File: src/rtl/emulib_axi_arb_pkg.sv
// emulib_axi_arb_pkg
// Shared types and helpers for the AXI timing-model arbiter slice.
//   w_state_e  : W-routing FSM states (W_IDLE, W_BURST)
//   rr_pick    : round-robin search helper used by emulib_rr_arbiter
//   CNT_WIDTH  : width of the optional per-port grant counters
package emulib_axi_arb_pkg;

  typedef enum logic {
    W_IDLE  = 1'b0,
    W_BURST = 1'b1
  } w_state_e;

  // Widest request vector rr_pick can search (NUM_PORTS must not exceed this).
  localparam int RR_MAX_PORTS = 64;
  localparam int RR_IDX_BITS  = 6;

  localparam int CNT_WIDTH = 32;

  // Returns the first set request at or after ptr, wrapping modulo num,
  // or -1 when no request is set. Iterating k downwards lets the smallest
  // distance from the pointer win without a break.
  function automatic int rr_pick(input logic [RR_MAX_PORTS-1:0] req,
                                 input int ptr,
                                 input int num);
    int pick;
    int j;
    pick = -1;
    for (int k = RR_MAX_PORTS - 1; k >= 0; k--) begin
      if (k < num) begin
        j = ptr + k;
        if (j >= num) j = j - num;
        if (req[j[RR_IDX_BITS-1:0]]) pick = j;
      end
    end
    return pick;
  endfunction

endpackage

File: src/rtl/emulib_rr_arbiter.sv
// emulib_rr_arbiter
// Round-robin arbiter with grant hold on stall.
//   clk, rst : clock, synchronous active-high reset
//   enable   : 0 forces no grant (used to block arbitration)
//   req      : per-port request vector
//   advance  : handshake of the current grant; rotates the pointer
//   grant    : one-hot grant
//   idx      : index of the granted port
//   valid    : a grant is being presented downstream
module emulib_rr_arbiter
  import emulib_axi_arb_pkg::*;
#(
  parameter int NUM_PORTS = 2,
  localparam int IDX_WIDTH = $clog2(NUM_PORTS)
) (
  input  logic                 clk,
  input  logic                 rst,
  input  logic                 enable,
  input  logic [NUM_PORTS-1:0] req,
  input  logic                 advance,
  output logic [NUM_PORTS-1:0] grant,
  output logic [IDX_WIDTH-1:0] idx,
  output logic                 valid
);

  logic [IDX_WIDTH-1:0]    ptr_q;
  logic [IDX_WIDTH-1:0]    hold_idx_q;
  logic                    hold_q;
  logic [RR_MAX_PORTS-1:0] req_ext;
  int                      pick;

  // A held grant wins over a fresh search so the downstream payload stays
  // stable while the slave stalls, even if an earlier-priority port arrives.
  always_comb begin
    grant   = '0;
    idx     = '0;
    valid   = 1'b0;
    req_ext = RR_MAX_PORTS'(req);
    pick    = rr_pick(req_ext, int'(ptr_q), NUM_PORTS);
    if (enable) begin
      if (hold_q) begin
        idx   = hold_idx_q;
        valid = req[hold_idx_q];
      end else if (pick >= 0) begin
        idx   = IDX_WIDTH'(pick);
        valid = 1'b1;
      end
      if (valid) grant[idx] = 1'b1;
    end
  end

  // Pointer moves only on a completed handshake; a presented but unaccepted
  // grant is captured so it survives into the next cycle.
  always_ff @(posedge clk) begin
    if (rst) begin
      ptr_q      <= '0;
      hold_q     <= 1'b0;
      hold_idx_q <= '0;
    end else if (advance) begin
      ptr_q  <= (idx == IDX_WIDTH'(NUM_PORTS - 1)) ? '0 : idx + 1'b1;
      hold_q <= 1'b0;
    end else if (valid) begin
      hold_q     <= 1'b1;
      hold_idx_q <= idx;
    end else begin
      hold_q <= 1'b0;
    end
  end

endmodule

File: src/rtl/emulib_axi_timing_arb.sv
// emulib_axi_timing_arb
// Shares one AXI memory timing model between NUM_PORTS requesters.
// Only handshakes and tags are carried (valid/ready, IDs, lengths, wlast).
// The requester index is prepended to the downstream ID and used to route
// R/B responses back.
//   clk, rst      : clock, synchronous active-high reset
//   s_ar*, s_aw*  : per-port address channels (flattened, port i at slice i)
//   s_w*          : per-port W handshake and last
//   s_r*, s_b*    : per-port response handshakes and IDs
//   m_ar*, m_aw*  : single downstream address channels, id = {index, id}
//   m_w*, m_r*, m_b* : single downstream W and response channels
// Optional: define EMULIB_TIMING_ARB_STATS_EN to add ar_grant_cnt and
// aw_grant_cnt (NUM_PORTS*32 each, saturating per-port grant counters).
module emulib_axi_timing_arb
  import emulib_axi_arb_pkg::*;
#(
  parameter int NUM_PORTS  = 2,
  parameter int ADDR_WIDTH = 32,
  parameter int ID_WIDTH   = 4,
  localparam int IDX_WIDTH = $clog2(NUM_PORTS),
  localparam int MID_WIDTH = ID_WIDTH + IDX_WIDTH
) (
  input  logic                            clk,
  input  logic                            rst,
  input  logic [NUM_PORTS-1:0]            s_arvalid,
  output logic [NUM_PORTS-1:0]            s_arready,
  input  logic [NUM_PORTS*ID_WIDTH-1:0]   s_arid,
  input  logic [NUM_PORTS*ADDR_WIDTH-1:0] s_araddr,
  input  logic [NUM_PORTS*8-1:0]          s_arlen,
  input  logic [NUM_PORTS*3-1:0]          s_arsize,
  input  logic [NUM_PORTS*2-1:0]          s_arburst,
  input  logic [NUM_PORTS-1:0]            s_awvalid,
  output logic [NUM_PORTS-1:0]            s_awready,
  input  logic [NUM_PORTS*ID_WIDTH-1:0]   s_awid,
  input  logic [NUM_PORTS*ADDR_WIDTH-1:0] s_awaddr,
  input  logic [NUM_PORTS*8-1:0]          s_awlen,
  input  logic [NUM_PORTS*3-1:0]          s_awsize,
  input  logic [NUM_PORTS*2-1:0]          s_awburst,
  input  logic [NUM_PORTS-1:0]            s_wvalid,
  output logic [NUM_PORTS-1:0]            s_wready,
  input  logic [NUM_PORTS-1:0]            s_wlast,
  output logic [NUM_PORTS-1:0]            s_rvalid,
  input  logic [NUM_PORTS-1:0]            s_rready,
  output logic [NUM_PORTS*ID_WIDTH-1:0]   s_rid,
  output logic [NUM_PORTS-1:0]            s_bvalid,
  input  logic [NUM_PORTS-1:0]            s_bready,
  output logic [NUM_PORTS*ID_WIDTH-1:0]   s_bid,
  output logic                            m_arvalid,
  input  logic                            m_arready,
  output logic [MID_WIDTH-1:0]            m_arid,
  output logic [ADDR_WIDTH-1:0]           m_araddr,
  output logic [7:0]                      m_arlen,
  output logic [2:0]                      m_arsize,
  output logic [1:0]                      m_arburst,
  output logic                            m_awvalid,
  input  logic                            m_awready,
  output logic [MID_WIDTH-1:0]            m_awid,
  output logic [ADDR_WIDTH-1:0]           m_awaddr,
  output logic [7:0]                      m_awlen,
  output logic [2:0]                      m_awsize,
  output logic [1:0]                      m_awburst,
  output logic                            m_wvalid,
  input  logic                            m_wready,
  output logic                            m_wlast,
  input  logic                            m_rvalid,
  output logic                            m_rready,
  input  logic [MID_WIDTH-1:0]            m_rid,
  input  logic                            m_bvalid,
  output logic                            m_bready,
  input  logic [MID_WIDTH-1:0]            m_bid
`ifdef EMULIB_TIMING_ARB_STATS_EN
  ,
  output logic [NUM_PORTS*CNT_WIDTH-1:0]  ar_grant_cnt,
  output logic [NUM_PORTS*CNT_WIDTH-1:0]  aw_grant_cnt
`endif
);

  logic [NUM_PORTS-1:0] ar_grant;
  logic [IDX_WIDTH-1:0] ar_idx;
  logic                 ar_valid;
  logic                 ar_hs;
  logic [NUM_PORTS-1:0] aw_grant;
  logic [IDX_WIDTH-1:0] aw_idx;
  logic                 aw_valid;
  logic                 aw_hs;
  logic                 aw_enable;

  w_state_e             w_state_q;
  w_state_e             w_state_d;
  logic [IDX_WIDTH-1:0] w_idx_q;
  logic [IDX_WIDTH-1:0] w_idx_d;
  logic [IDX_WIDTH-1:0] w_sel;
  logic                 w_route;
  logic                 w_hs;
  logic                 wlast_hs;

  logic [IDX_WIDTH-1:0] r_idx;
  logic [IDX_WIDTH-1:0] b_idx;

  assign ar_hs     = ar_valid & m_arready;
  assign aw_hs     = aw_valid & m_awready;
  assign aw_enable = !rst && (w_state_q == W_IDLE);

  emulib_rr_arbiter #(.NUM_PORTS(NUM_PORTS)) u_ar_arb (
    .clk    (clk),
    .rst    (rst),
    .enable (!rst),
    .req    (s_arvalid),
    .advance(ar_hs),
    .grant  (ar_grant),
    .idx    (ar_idx),
    .valid  (ar_valid)
  );

  // AW is blocked while a write burst owns the W channel.
  emulib_rr_arbiter #(.NUM_PORTS(NUM_PORTS)) u_aw_arb (
    .clk    (clk),
    .rst    (rst),
    .enable (aw_enable),
    .req    (s_awvalid),
    .advance(aw_hs),
    .grant  (aw_grant),
    .idx    (aw_idx),
    .valid  (aw_valid)
  );

  assign s_arready = ar_grant & {NUM_PORTS{m_arready}};
  assign s_awready = aw_grant & {NUM_PORTS{m_awready}};
  assign m_arvalid = ar_valid;
  assign m_awvalid = aw_valid;

  // Address payload muxes; the index is prepended so responses can be
  // steered back.
  always_comb begin
    m_arid    = '0;
    m_araddr  = '0;
    m_arlen   = '0;
    m_arsize  = '0;
    m_arburst = '0;
    m_awid    = '0;
    m_awaddr  = '0;
    m_awlen   = '0;
    m_awsize  = '0;
    m_awburst = '0;
    for (int i = 0; i < NUM_PORTS; i++) begin
      if (ar_idx == IDX_WIDTH'(i)) begin
        m_arid    = {ar_idx, s_arid[i*ID_WIDTH +: ID_WIDTH]};
        m_araddr  = s_araddr[i*ADDR_WIDTH +: ADDR_WIDTH];
        m_arlen   = s_arlen[i*8 +: 8];
        m_arsize  = s_arsize[i*3 +: 3];
        m_arburst = s_arburst[i*2 +: 2];
      end
      if (aw_idx == IDX_WIDTH'(i)) begin
        m_awid    = {aw_idx, s_awid[i*ID_WIDTH +: ID_WIDTH]};
        m_awaddr  = s_awaddr[i*ADDR_WIDTH +: ADDR_WIDTH];
        m_awlen   = s_awlen[i*8 +: 8];
        m_awsize  = s_awsize[i*3 +: 3];
        m_awburst = s_awburst[i*2 +: 2];
      end
    end
  end

  // In IDLE the W channel opens only in the cycle the AW handshakes, using
  // that cycle's AW grant directly; during a burst the registered owner is used.
  assign w_sel   = (w_state_q == W_BURST) ? w_idx_q : aw_idx;
  assign w_route = !rst && ((w_state_q == W_BURST) || aw_hs);

  always_comb begin
    m_wvalid = 1'b0;
    m_wlast  = 1'b0;
    s_wready = '0;
    for (int i = 0; i < NUM_PORTS; i++) begin
      if (w_route && (w_sel == IDX_WIDTH'(i))) begin
        m_wvalid    = s_wvalid[i];
        m_wlast     = s_wlast[i];
        s_wready[i] = m_wready;
      end
    end
  end

  assign w_hs     = m_wvalid & m_wready;
  assign wlast_hs = w_hs & m_wlast;

  always_ff @(posedge clk) begin
    if (rst) begin
      w_state_q <= W_IDLE;
      w_idx_q   <= '0;
    end else begin
      w_state_q <= w_state_d;
      w_idx_q   <= w_idx_d;
    end
  end

  // A single-beat write whose last beat completes alongside its AW never
  // enters W_BURST.
  always_comb begin
    w_state_d = w_state_q;
    w_idx_d   = w_idx_q;
    case (w_state_q)
      W_IDLE: begin
        if (aw_hs) begin
          w_idx_d = aw_idx;
          if (!wlast_hs) w_state_d = W_BURST;
        end
      end
      W_BURST: begin
        if (wlast_hs) w_state_d = W_IDLE;
      end
      default: w_state_d = W_IDLE;
    endcase
  end

  assign r_idx = m_rid[MID_WIDTH-1 -: IDX_WIDTH];
  assign b_idx = m_bid[MID_WIDTH-1 -: IDX_WIDTH];

  // Response steering. An index with no matching port (non power-of-two
  // NUM_PORTS) keeps ready high so the stray response is drained.
  always_comb begin
    s_rvalid = '0;
    s_rid    = '0;
    m_rready = 1'b1;
    s_bvalid = '0;
    s_bid    = '0;
    m_bready = 1'b1;
    for (int i = 0; i < NUM_PORTS; i++) begin
      if (r_idx == IDX_WIDTH'(i)) begin
        s_rvalid[i]                   = m_rvalid;
        s_rid[i*ID_WIDTH +: ID_WIDTH] = m_rvalid ? m_rid[ID_WIDTH-1:0] : '0;
        m_rready                      = s_rready[i];
      end
      if (b_idx == IDX_WIDTH'(i)) begin
        s_bvalid[i]                   = m_bvalid;
        s_bid[i*ID_WIDTH +: ID_WIDTH] = m_bvalid ? m_bid[ID_WIDTH-1:0] : '0;
        m_bready                      = s_bready[i];
      end
    end
  end

`ifdef EMULIB_TIMING_ARB_STATS_EN
  // Per-port grant counters, saturating at all-ones.
  for (genvar g = 0; g < NUM_PORTS; g++) begin : g_stats
    always_ff @(posedge clk) begin
      if (rst) begin
        ar_grant_cnt[g*CNT_WIDTH +: CNT_WIDTH] <= '0;
        aw_grant_cnt[g*CNT_WIDTH +: CNT_WIDTH] <= '0;
      end else begin
        if (ar_hs && ar_grant[g] && (ar_grant_cnt[g*CNT_WIDTH +: CNT_WIDTH] != '1))
          ar_grant_cnt[g*CNT_WIDTH +: CNT_WIDTH] <= ar_grant_cnt[g*CNT_WIDTH +: CNT_WIDTH] + 1'b1;
        if (aw_hs && aw_grant[g] && (aw_grant_cnt[g*CNT_WIDTH +: CNT_WIDTH] != '1))
          aw_grant_cnt[g*CNT_WIDTH +: CNT_WIDTH] <= aw_grant_cnt[g*CNT_WIDTH +: CNT_WIDTH] + 1'b1;
      end
    end
  end
`else
  // Statistics disabled: no counters are built.
`endif

endmodule

File: config.mk
export PLATFORM = sky130hd
export DESIGN_NAME = emulib_axi_timing_arb
export DESIGN_NICKNAME = d
export VERILOG_FILES = /design/src/rtl/emulib_axi_arb_pkg.sv /design/src/rtl/emulib_rr_arbiter.sv /design/src/rtl/emulib_axi_timing_arb.sv
export SDC_FILE = /design/constraint.sdc
export NUM_CORES = 1
export LEC_CHECK = 0
export CORE_AREA = 5 5 135 137
export DETAILED_ROUTE_END_ITERATION = 8
export DIE_AREA = 0 0 140 142
export PLACE_DENSITY = 0.56
export SETUP_SLACK_MARGIN = 0.3
export SYNTH_ARGS = -nofsm -noshare
export SYNTH_HDL_FRONTEND = slang
export SYNTH_HIERARCHICAL = 1
export SYNTH_SLANG_ARGS = --single-unit
File: constraint.sdc
create_clock -name clk -period 4.55 [get_ports clk]
set_clock_uncertainty 0.05 [all_clocks]
set_input_delay 0.91 -clock clk [delete_from_list [all_inputs] [get_ports clk]]
set_output_delay 0.91 -clock clk [all_outputs]
set_load 0.02 [all_outputs]
==> results.toml <==
[place]
post-dp-hpwl_um = 11630
placed_cell_area_um2 = 5761
routabilityCongestion = 0.8763
numPortBuffers = 356

[sta]
setup_viol = 0
tightest_slew_ps = 526.9
relSlewSlack_pct = 64.50
setup_tns_ps = 0
fin_crit_sh_pct = 90.53
slew_violations = 0
rsz0062_at_grt = "no"
clock.fmax_ghz = 0.2428
period_minus_slack_ps = 4119
hold_viol_final = 0

[die]
die_h_um = 142
rows = 48
io_pins = 357
die_w_um = 140
start_util_pct = 11.27
core_area_um2 = 16940
dieArea_um2 = 19880

[power_and_ir_drop]
pwr_density_cell_nw_per_um2 = 147.0
leakagePower_nw = 2.120
total_power_uw = 858.1
ir_drop_mv = 0.08037

[cells_and_area]
antenna-diode-count = 0
fin_nets = 781
area_growth_pct = 205.8
finalInstanceArea_um2 = 5836
drive_gt1_share_pct = 22.20
nFillCells = 1682

[setup_path]
path_buf_inv = 3
crit_arrival_ps = 3160
end_kind = "output pin"
worst_path_dominant_cell_family = "buffers and inverters"
crit_type = "input pin to output pin"
cp-start-kind = "input pin"
slowest_stage = "clkdlybuf4s50_1"
crit_chain = "clkdlybuf4s50_1, nand3_1, a21boi_4, buf_12, mux2_2, clkdlybuf4s50_1"
crit_top_cell = "clkdlybuf4s50_1"
max_stage_delay_ps = 590
cp_num_cells = 6
r2r_cells = 6
path_max_fanout = 37
required_ps = 3590

[routing]
vias_per_cell = 3.935
drt-initial-drc-count = 49
vias = 3065
first_pass_iters = 4
antenna_left = 0
wl_um = 12830
wl_per_cell_um = 16.46
route.detailed.drc = 0

[hold_path]
hold_path_depth = 2
min_path_type = "flip-flop to flip-flop"

[cts]
numCtsBuffers = 3
postCtsHoldBufs = 0
cts_num_sinks = 8
cts.repair.resized = 0
clk_latency_ps = 230
cts_htree_levels = 1
cts_root_buf = "clkbuf_16"
clk_path_buf_depth = 2
path_clk_slew_ps = 40
post_cts_buffers = 0
cts_tree = "done"

[synthesis]
synth-seq-cells = 8
synth.distinct_cells = 28
yosysWarnings = 6
avgSynthCellArea_um2 = 9.446
syn-cell-area_um2 = 1908
synth_nets = 427
netlist_instances = 202
seq_area_frac_synth_pct = 8.393

[global_routing]
antenna_found_initial = 0
grtUsageTotal_pct = 11.62
grt_max_degree = 51
grt_pass1_wl_um = 18550
gr-total-overflow = 0
grt_pass1_vias = 3485

[run]
max_cap_violations = 0

[status]
status = "finished clean"
-- cells in the mapped netlist, drive strengths merged --
cell type  number  area share (%)
dfxtp           8             8.4
mux2i           4             2.3
nor3b           1            0.39
a21boi          2             1.2
nand3           5             1.3
o21ai           3             1.2
and4            1            0.46
nor4            2            0.66
nor3            3             1.0
inv             3            0.59
a31oi           2            0.66
and3            8             2.6
and2           16             5.2
buf            13             3.8
a21oi           2            0.92
o2111a          3             1.8
nor2b           2            0.66
nand3b          1            0.39
nand2b          6             2.0
nand2           2            0.39
o2bb2ai         2             1.6
mux2          100              59
nor2           11             2.2
a211oi          2             1.3
-- worst paths after layout --
kind,slack [ps],startpoint,to
worst max register to register,2840,u_aw_arb/hold_q,w_state_q
worst max-delay path,430,s_awvalid[1],m_awaddr[20]
worst min-delay path,460,u_ar_arb/hold_idx_q,u_ar_arb/hold_idx_q
worst min register to register,460,u_ar_arb/hold_idx_q,u_ar_arb/hold_idx_q
-- per-layer routing --
| metal | vias up | part of all wire (%) | global-route usage (%) |
|---|---|---|---|
| li1 | 1460 | - | - |
| met1 | 1369 | 30 | 9.716 |
| met2 | 222 | 57 | 24.99 |
| met3 | 14 | 12 | 5.175 |
| met4 | 0 | 1.4 | 1.734 |
| met5 | - | 0 | 0 |
-- state kept, by name (all words and copies together), names as in the netlist --
| name | count |
|---|---|
| u_ar_arb/hold_idx_q | 1 |
| u_ar_arb/hold_q | 1 |
| u_ar_arb/ptr_q | 1 |
| u_aw_arb/hold_idx_q | 1 |
| u_aw_arb/hold_q | 1 |
| u_aw_arb/ptr_q | 1 |
| w_idx_q | 1 |
| w_state_q | 1 |
-- per-stage QoR --
step / utilization [%] / hold WS [ps] / std cells / worst slack [ps]
finish: 34.46 / 462.7 / 779 / 431.1
global route: 34.46 / 497.2 / 779 / 308.2
CTS: 34.46 / 461.0 / 779 / 393.1
detailed placement: 34.01 / 459.3 / 776 / 401.9
global placement: 34.01 / 442.4 / 776 / 431.1
floorplan: - / 427.9 / 202 / 994.2
-- cells by family (layout without fill, tap and decap cells) --
logic type / count (synthesis) / in the layout / synth area share, %
compound gates: 16 / 16 / 8.590
mux: 104 / 104 / 61.31
flops: 8 / 8 / 8.393
simple gates: 58 / 58 / 17.31
buf+inv: 16 / 368 / 4.393
-- report_power, final --
part / internal (mW) / total (mW) / switching, mW
clock: 0.113 / 0.147 / 0.0335
sequential: 0.0747 / 0.0783 / 0.00363
combinational: 0.390 / 0.633 / 0.243
-- layout make-up --
cell class                 instances  area (µm²)  area share (%)
clock buffer                       3       75.07           1.286
inverter                           3       11.26          0.1930
multi-input combinational        178        1679           28.77
sequential                         8       160.2           2.744
tap                              225       281.5           4.824
timing repair buffer             362        3628           62.18
-- worst min-delay path, cell delays in order, from the launching register on --
cell,delay (ps)
dfxtp_1,310
nand2b_1,90
o2bb2ai_2,60
-- layout by cell type, fill, tap and decap left out --
cell type        netlist  layout
a21oi_2                2       2
mux2i_2                1       1
o2bb2ai_2              2       2
nor3b_1                1       1
inv_1                  3       3
and2_1                16      16
clkdlybuf4s50_1        0     354
o2111a_1               3       3
a21boi_4               0       2
buf_4                  3       6
mux2i_1                3       3
nor2b_1                2       2
nand3b_1               1       1
nor3_2                 1       1
clkbuf_16              0       3
a31oi_1                2       2
nor4_1                 2       2
o21ai_2                2       2
nor2_1                11      11
a211oi_2               2       2
buf_12                 0       2
mux2_2               100     100
o21ai_0                1       1
dfxtp_1                8       8
nor3_1                 2       2
nand2_1                2       2
and4_1                 1       1
and3_1                 8       8
nand3_1                5       5
nand2b_1               6       6
Power figures use the tool's default switching activity.
